**config.mk**
```make
export PLATFORM = sky130hd
export DESIGN_NAME = tv_fifo
export DESIGN_NICKNAME = d
export VERILOG_FILES = /design/src/rtl/tv_fifo.sv
export SDC_FILE = /design/constraint.sdc
export NUM_CORES = 1
export LEC_CHECK = 0
export CAP_MARGIN = 20
export CELL_PAD_IN_SITES_DETAIL_PLACEMENT = 2
export CELL_PAD_IN_SITES_GLOBAL_PLACEMENT = 2
export CORE_MARGIN = 5
export CORE_UTILIZATION = 46
export CTS_CLUSTER_SIZE = 16
export DETAILED_ROUTE_END_ITERATION = 8
export GPL_ROUTABILITY_DRIVEN = 0
export PLACE_DENSITY = 0.83
export REMOVE_ABC_BUFFERS = 1
export SYNTH_ARGS = -nofsm -noshare
export SYNTH_HDL_FRONTEND = slang
export SYNTH_SLANG_ARGS = --single-unit
```
**constraint.sdc**
```tcl
create_clock -name tb_clk -period 7.85 [get_ports tb_clk]
set_clock_uncertainty 0.1 [all_clocks]
set_input_delay 1.57 -clock tb_clk [delete_from_list [all_inputs] [get_ports tb_clk]]
set_output_delay 1.57 -clock tb_clk [all_outputs]
set_load 0.03 [all_outputs]
```
**src/rtl/tv_fifo.sv**
```systemverilog
// Parameterised synchronous circular-buffer FIFO with occupancy count;
// push when full and pop when empty are ignored.
module tv_fifo #(
  parameter int DEPTH = 8,
  parameter int WIDTH = 8,
  localparam int AW = $clog2(DEPTH)
) (
  input  logic             tb_clk,
  input  logic             reset,
  input  logic             push_i,
  input  logic [WIDTH-1:0] data_i,
  input  logic             pop_i,
  output logic [WIDTH-1:0] data_o,
  output logic             full_o,
  output logic             empty_o,
  output logic [AW:0]      count_o
);

  logic [WIDTH-1:0] mem_q [DEPTH];
  logic [AW-1:0]    wr_ptr_q, wr_ptr_d;
  logic [AW-1:0]    rd_ptr_q, rd_ptr_d;
  logic [AW:0]      count_q, count_d;
  logic             do_push, do_pop;

  assign full_o  = (count_q == (AW+1)'(DEPTH));
  assign empty_o = (count_q == '0);
  assign count_o = count_q;
  assign data_o  = mem_q[rd_ptr_q];

  assign do_push = push_i && !full_o;
  assign do_pop  = pop_i && !empty_o;

  // DEPTH is a power of two, so pointer increments wrap DEPTH-1 -> 0 naturally
  always_comb begin
    wr_ptr_d = wr_ptr_q;
    rd_ptr_d = rd_ptr_q;
    count_d  = count_q;
    if (do_push) wr_ptr_d = wr_ptr_q + 1'b1;
    if (do_pop)  rd_ptr_d = rd_ptr_q + 1'b1;
    if (do_push && !do_pop) count_d = count_q + 1'b1;
    if (do_pop && !do_push) count_d = count_q - 1'b1;
  end

  always_ff @(posedge tb_clk) begin
    if (!reset) begin
      wr_ptr_q <= '0;
      rd_ptr_q <= '0;
      count_q  <= '0;
    end else begin
      wr_ptr_q <= wr_ptr_d;
      rd_ptr_q <= rd_ptr_d;
      count_q  <= count_d;
    end
  end

  always_ff @(posedge tb_clk) begin
    if (do_push) mem_q[wr_ptr_q] <= data_i;
  end

endmodule

```
======== Word-level counts from Yosys, hierarchy flattened ========
Memories as Yosys holds them, arrays and structs flattened. A register that Yosys moved wholly into a read port is not among the register bits.
Index checks and enable logic that the tools add are counted.
word-level totals
  bits in registers ....................... 10
  output and inout bits ................... 14
  logic and storage cells ................. 25
  memories ................................ 1
  bits in writable memories ............... 64
  bits of input ports ..................... 12
operators by class
  add/subtract/negate cells ............... 4
  muxes and demuxes ....................... 6
  equal/unequal tests ..................... 1
  reductions and logical operators ........ 10
memory list
  name   words  width  read ports  clocked after Yosys merged registers in  write ports  RTL line  text
  mem_q  8      8      1           1                                        1            19        logic [WIDTH-1:0] mem_q [DEPTH];
operators by type and width
  cell                                                                number
  4-bit 2-to-1 mux                                                    2
  3-bit by 1-bit adder with 3-bit output, second input constant       2
  3-bit 2-to-1 mux                                                    2
  4-bit by 1-bit adder with 4-bit output, second input constant       1
  4-bit equality test, second input constant                          1
  1-bit logical AND                                                   4
  1-bit logical NOT                                                   4
  4-bit logical NOT                                                   1
  4-bit by 1-bit subtractor with 4-bit output, second input constant  1
  1-bit 2-to-1 mux                                                    2
  2-bit nonzero test                                                  1

======== Depth between registers and ports, before layout ========
Gate-level depths: netlist of run 1.
  word-level depth ........................ 7
  depth in mapped cells ................... 11
  gate-level depth less buffers ........... 9

======== Worst setup path after synthesis of run 1 ========
OpenSTA, ideal clock, no wires.
  kind .................................... reg-to-output
  start ................................... register (tool-made name)
  end ..................................... output data_o[0]
  setup slack ............................. 4.595 ns
  arrival ................................. 1.585 ns
  stages on the path, launching flop included .. 5
  path buffers ............................ 2
  data required time ...................... 6.180 ns
  cell sequence ........................... dfxtp_1 > buf_2 > buf_4 > mux4_2 > mux2_2
RTL lines
  element    RTL line  text
  to (decl)  13        output logic [WIDTH-1:0] data_o,

==> results of run 1 <==
==> final timing paths <==
kind | start | endpoint | slack, ns | cells after the start
worst max-delay path | flip-flop | data_o[3] | 3.58 | 4
worst min-delay path | count_o[3] | count_o[3] | 0.44 | 2
worst max register to register | count_o[1] | count_o[2] | 5.02 | 9
worst min register to register | count_o[3] | count_o[3] | 0.44 | 2
==> cell families after synthesis <==
logic type / Yosys count / synth area share
compound gates: 8 / 0.0177
simple gates: 34 / 0.0662
xor+xnor: 7 / 0.0198
fa+ha+maj: 5 / 0.0202
flops: 77 / 0.704
mux: 27 / 0.155
buf+inv: 9 / 0.0177
==> tightest hold or removal path: cells and delay by family (launching register included) <==
kind             cells  cell delay [ns]
multiplexers         1             0.06
AND/OR/NAND/NOR      1             0.08
flip-flops           1             0.36
==> cell usage after synthesis, drive strengths merged <==
| library cell | count | area (µm²) |
|---|---|---|
| and2 | 6 | 37.5 |
| mux4 | 16 | 360 |
| nor4 | 2 | 12.5 |
| nand3b | 1 | 7.51 |
| nand2b | 4 | 25.0 |
| a21boi | 2 | 15.0 |
| nor3b | 1 | 7.51 |
| or4b | 1 | 13.8 |
| nor2b | 2 | 12.5 |
| buf | 6 | 42.5 |
| mux2 | 8 | 90.1 |
| o41a | 1 | 11.3 |
| a21oi | 3 | 15.0 |
| nor3 | 4 | 20.0 |
| nor2 | 3 | 11.3 |
| inv | 1 | 3.75 |
| nand2 | 5 | 26.3 |
| nand3 | 3 | 15.0 |
| a211o | 1 | 8.76 |
| ha | 5 | 62.6 |
| nor4bb | 1 | 10.0 |
| mux2i | 3 | 30.0 |
| o21ai | 1 | 5.00 |
| clkbuf | 2 | 8.75 |
| or3 | 1 | 6.26 |
| edfxtp | 64 | 1920 |
| dfxtp | 13 | 260 |
| xor2 | 3 | 26.3 |
| xnor2 | 4 | 35.0 |
==> power by group through the flow <==
stage / registers (µW) / logic (µW) / clock network (µW)
after floorplan: 547 / 228 / 0
after CTS: 545 / 371 / 301
after global routing: 537 / 422 / 323
after detailed placement: 553 / 366 / 0
after global placement: 545 / 343 / 0
final: 529 / 395 / 295
==> per-layer routing <==
metal	up-vias	wire length (µm)	track usage
met5	-	0	0
met4	0	135	0.0780
met3	12	216	0.0377
met2	31	3630	0.310
met1	832	3060	0.235
li1	717	-	-
==> stage by stage <==
| step | cell area, µm² | setup WS [ns] | power (µW) |
|---|---|---|---|
| floorplan | 3050 | 4.38 | 775 |
| finish | 3640 | 3.58 | 1220 |
| CTS | 3620 | 3.15 | 1220 |
| global placement | 3430 | 3.63 | 888 |
| global route | 3640 | 3.42 | 1280 |
| detailed placement | 3430 | 3.56 | 919 |
==> sequential cells by signal, summed over array words and instances (netlist names), named ones only <==
register	flops
count_o	4
wr_ptr_q	3
rd_ptr_q	3
mem_q	64
==> area by class of cell <==
type,count,share of cell area
multi-input combinational,81,0.243
inverter,1,0.00103
timing repair buffer,27,0.0783
clock buffer,9,0.0340
sequential,77,0.599
clock inverter,7,0.0179
tap,80,0.0275
==> impl_metrics.tcl, run 1 <==
set metrics [dict create \
    status "completed" \
    setup_violations 0 \
    p_int_uw 826 \
    pwr_density_cell_nw_per_um2 335 \
    crit_type "reg -> out" \
    drv_slew 0 \
    hold-worst-slack_ns 0.438 \
    startpoint_type "flip-flop" \
    clk_pin_slew_ns 0.08 \
    clockRootBuffer "clkbuf_8" \
    hold_violations 0 \
    start_util 0.464 \
    post-route-util 0.546 \
    avgViaCountPerCell 5.65 \
    end_kind "output pin" \
    maxSlewHeadroom 0.313 \
    crit_path_max_incr_delay_ns 0.64 \
    core_area_um2 6680 \
    arrival_ns 2.60 \
    ys_ff_latch 77 \
    p_sw_frac 0.323 \
    syn_area_um2 3100 \
    peakVddDrop_v 0.000183 \
    power.leakage_uw 0.00118 \
    row_count 30 \
    fin_setup_tns_ns 0 \
    drc 0 \
    grt_max_degree 17 \
    pwr-share-comb 0.324 \
    antenna_found_initial 0 \
    worst-slew-pin-transition_ns 1.03 \
    final_common_cell "edfxtp_1" \
    num_vias 1592 \
    ctsResizeCount 0 \
    cts_tree "yes" \
    path_max_fanout 11 \
    grt_first_pass_wirelength_um 11200 \
    multiInputGateArea_um2 885 \
    post_cts_buffers 0 \
    dieArea_um2 8490 \
    seq_power_share 0.434 \
    final_cell_mix "64 x edfxtp_1, 25 x clkdlybuf4s50_1, 16 x mux4_2, 13 x dfxtp_1, 9 x clkbuf_8" \
    final_nets 214 \
    grt_pass1_vias 1847 \
    min_path_type "reg -> reg" \
    cts_hold_buf 0 \
    synth_area_per_cell_um2 18.6 \
    drive_gt1_frac 0.233 \
    antenna_left 0 \
    portBuffers 25 \
    crit_buf_inv 2 \
    cts.path.max_buffers 2 \
    rsz0062_at_grt "no" \
    wl_um 7040 \
    dp.cells 265 \
    wire_per_inst_um 25.0 \
    p_clk_frac 0.242 \
    synth_warnings 0 \
    final_cells 282 \
    critPathTopFamily "buffers and inverters" \
    io_pins 26 \
    period_needed_ns 4.27 \
    cts_sinks 77 \
    path_cells "buf_16 -> mux4_2 -> mux2_2 -> clkdlybuf4s50_1" \
    p_switching_uw 393 \
    required_ns 6.18 \
    fin_crit_sh 0.545 \
    grt_overflow_total 0 \
    nFillCells 587 \
    yosysSeqAreaShare 0.704 \
    synth_cells 167 \
    cts-buffers-inserted 9 \
    drt_iter0_drc 115 \
    areaGrowthSynthToFinish_pct 17.5 \
    drv_cap 0 \
    drt_pass1_iterations 4 \
    diodes 0 \
    crit_slowest_cell "dfxtp_1" \
    hpwl_um 4620 \
    die_w_um 92.1 \
    die_y_um 92.1 \
    synth_cell_types 35 \
    seqCellArea_um2 2180 \
    grt_usage 0.185 \
    htree_levels 3 \
    clk_latency_ns 0.35 \
    max_freq_mhz 234 \
]
Note: power is estimated with default switching activity, not from simulation.
==> inputs of run 2 (changes only) <==
- CORE_UTILIZATION: 46 -> 43
- PLACE_DENSITY: 0.83 -> 0.78
- clock period: 7.85 -> 4.42 ns (I/O delays scaled with it)
==> run 2 against run 1 <==
  * Register-to-register slack got worse by 3.3 ns
  * Critical path depth fell by 1
  * Global-route usage fell by 1.0 points
  * Sequential power rose by 74%
  * Wire length rose by 1.8%
  * Clock-buffer cell count rose by 2
  * Sequential cell count did not move
  * Highest routed layer unchanged
==> impl_metrics.tcl, run 2 (synthesis gave the netlist of run 1 again) <==
set metrics [dict create \
    maxSlewHeadroom 0.257 \
    cts_hold_buf 0 \
    startpoint_type "flip-flop" \
    dieArea_um2 9010 \
    hold_depth 2 \
    r2r_cells 9 \
    multiInputGateArea_um2 865 \
    arrival_ns 2.51 \
    die_y_um 94.9 \
    cts_tree "yes" \
    cts-buffers-inserted 9 \
    pre_cts_ws_ns 1.14 \
    clk_latency_ns 0.34 \
    drt_pass1_iterations 4 \
    portBuffers 25 \
    grt_overflow_total 0 \
    row_count 31 \
    ctsResizeCount 0 \
    io_pins 26 \
    clockRootBuffer "clkbuf_8" \
    final_cell_mix "64 x edfxtp_1, 25 x clkdlybuf4s50_1, 16 x mux4_2, 13 x dfxtp_1, 9 x clkbuf_8" \
    hpwl_um 4760 \
    fin_setup_tns_ns 0 \
    top_register "mem_q" \
    cts.path.max_buffers 2 \
    rsz0062_at_grt "no" \
    final_common_cell "edfxtp_1" \
    drc 0 \
    num_vias 1625 \
    drv_cap 0 \
    largest_reg_flops 64 \
    peakVddDrop_v 0.000346 \
    grt_pass1_vias 1828 \
    drt_iter0_drc 62 \
    end_kind "output pin" \
    pwr_density_cell_nw_per_um2 572 \
    crit_type "reg -> out" \
    max_freq_mhz 286 \
    setup_violations 0 \
    worst-slew-pin-transition_ns 1.11 \
    antenna_found_initial 0 \
    avgViaCountPerCell 5.33 \
    nFillCells 674 \
    wl_um 7170 \
    layout_setup_ws_ns 0.929 \
    drive_gt1_frac 0.223 \
    final_nets 218 \
    start_util 0.435 \
    drv_slew 0 \
    areaGrowthSynthToFinish_pct 17.1 \
    grt_usage 0.175 \
    power.leakage_uw 0.00117 \
    grt_first_pass_wirelength_um 11000 \
    wire_per_inst_um 23.5 \
    clk_pin_slew_ns 0.07 \
    seqCellArea_um2 2180 \
    path_max_fanout 16 \
    status "completed" \
    die_w_um 94.9 \
    min_path_type "reg -> reg" \
    finalPower_uw 2080 \
    grt_max_degree 17 \
    fin_crit_sh 0.790 \
    required_ns 3.44 \
    antenna_left 0 \
    cts_sinks 77 \
    diodes 0 \
    post_cts_buffers 0 \
    period_needed_ns 3.49 \
    htree_levels 3 \
    hold_violations 0 \
    core_area_um2 7140 \
]
## run 2: changes by cell type in the layout (fill, tap and decap cells not counted)
cell / before / now
inv_6: 1 / 0
nor3_2: 4 / 0
bufinv_16: 1 / 0
buf_4: 1 / 6
clkinv_1: 1 / 0
buf_16: 1 / 0
clkbuf_1: 0 / 2
clkinvlp_4: 1 / 2
nor3_1: 0 / 4
## run 2: layer usage
layer / part of all wire / wire (µm) / global-route usage / up-vias
met5: 0 / 0 / 0 / -
met4: 0.015 / 107 / 0.0721 / 0
met3: 0.044 / 316 / 0.0351 / 10
met2: 0.51 / 3650 / 0.289 / 37
met1: 0.43 / 3090 / 0.226 / 852
li1: - / - / - / 726
## run 2: path summary, 6_finish.rpt
kind                                  from         end  slack (ns)
worst min register to register  count_o[3]  count_o[3]        0.43
worst max-delay path             flip-flop   data_o[1]        0.93
worst max register to register  count_o[1]  count_o[2]        1.72
worst min-delay path            count_o[3]  count_o[3]        0.43
## run 2: cell type report
| class | instances | area share |
|---|---|---|
| repair buffers | 31 | 0.0813 |
| multi-input cells | 81 | 0.238 |
| well taps | 99 | 0.0341 |
| flip-flops and latches | 77 | 0.601 |
| inverters | 1 | 0.00103 |
| clock buffers | 11 | 0.0362 |
| clock inverters | 5 | 0.00827 |
## run 2: where the power goes
group | total (µW) | leakage, µW | internal (µW) | switching, µW
clock network | 454 | 0.0000791 | 201 | 253
registers | 922 | 0.000687 | 855 | 66.9
logic | 700 | 0.000405 | 339 | 361
total | 2080 | 0.00117 | 1400 | 681
## run 2: critical path, cell delays in order, from the launching register on
cell and delay (ns):
dfxtp_1 0.84, mux4_2 0.43, mux2_2 0.29, clkdlybuf4s50_1 0.60
## run 2: metrics by stage
step / util / std cells / cell area, µm² / hold WS, ns
2_1_floorplan: - / 159 / 3050 / 0.396
3_3_place_gp: 0.486 / 289 / 3470 / 0.399
3_5_place_dp: 0.486 / 289 / 3470 / 0.423
4_1_cts: 0.509 / 305 / 3630 / 0.432
5_1_grt: 0.509 / 305 / 3630 / 0.464
6_report: 0.509 / 305 / 3630 / 0.429
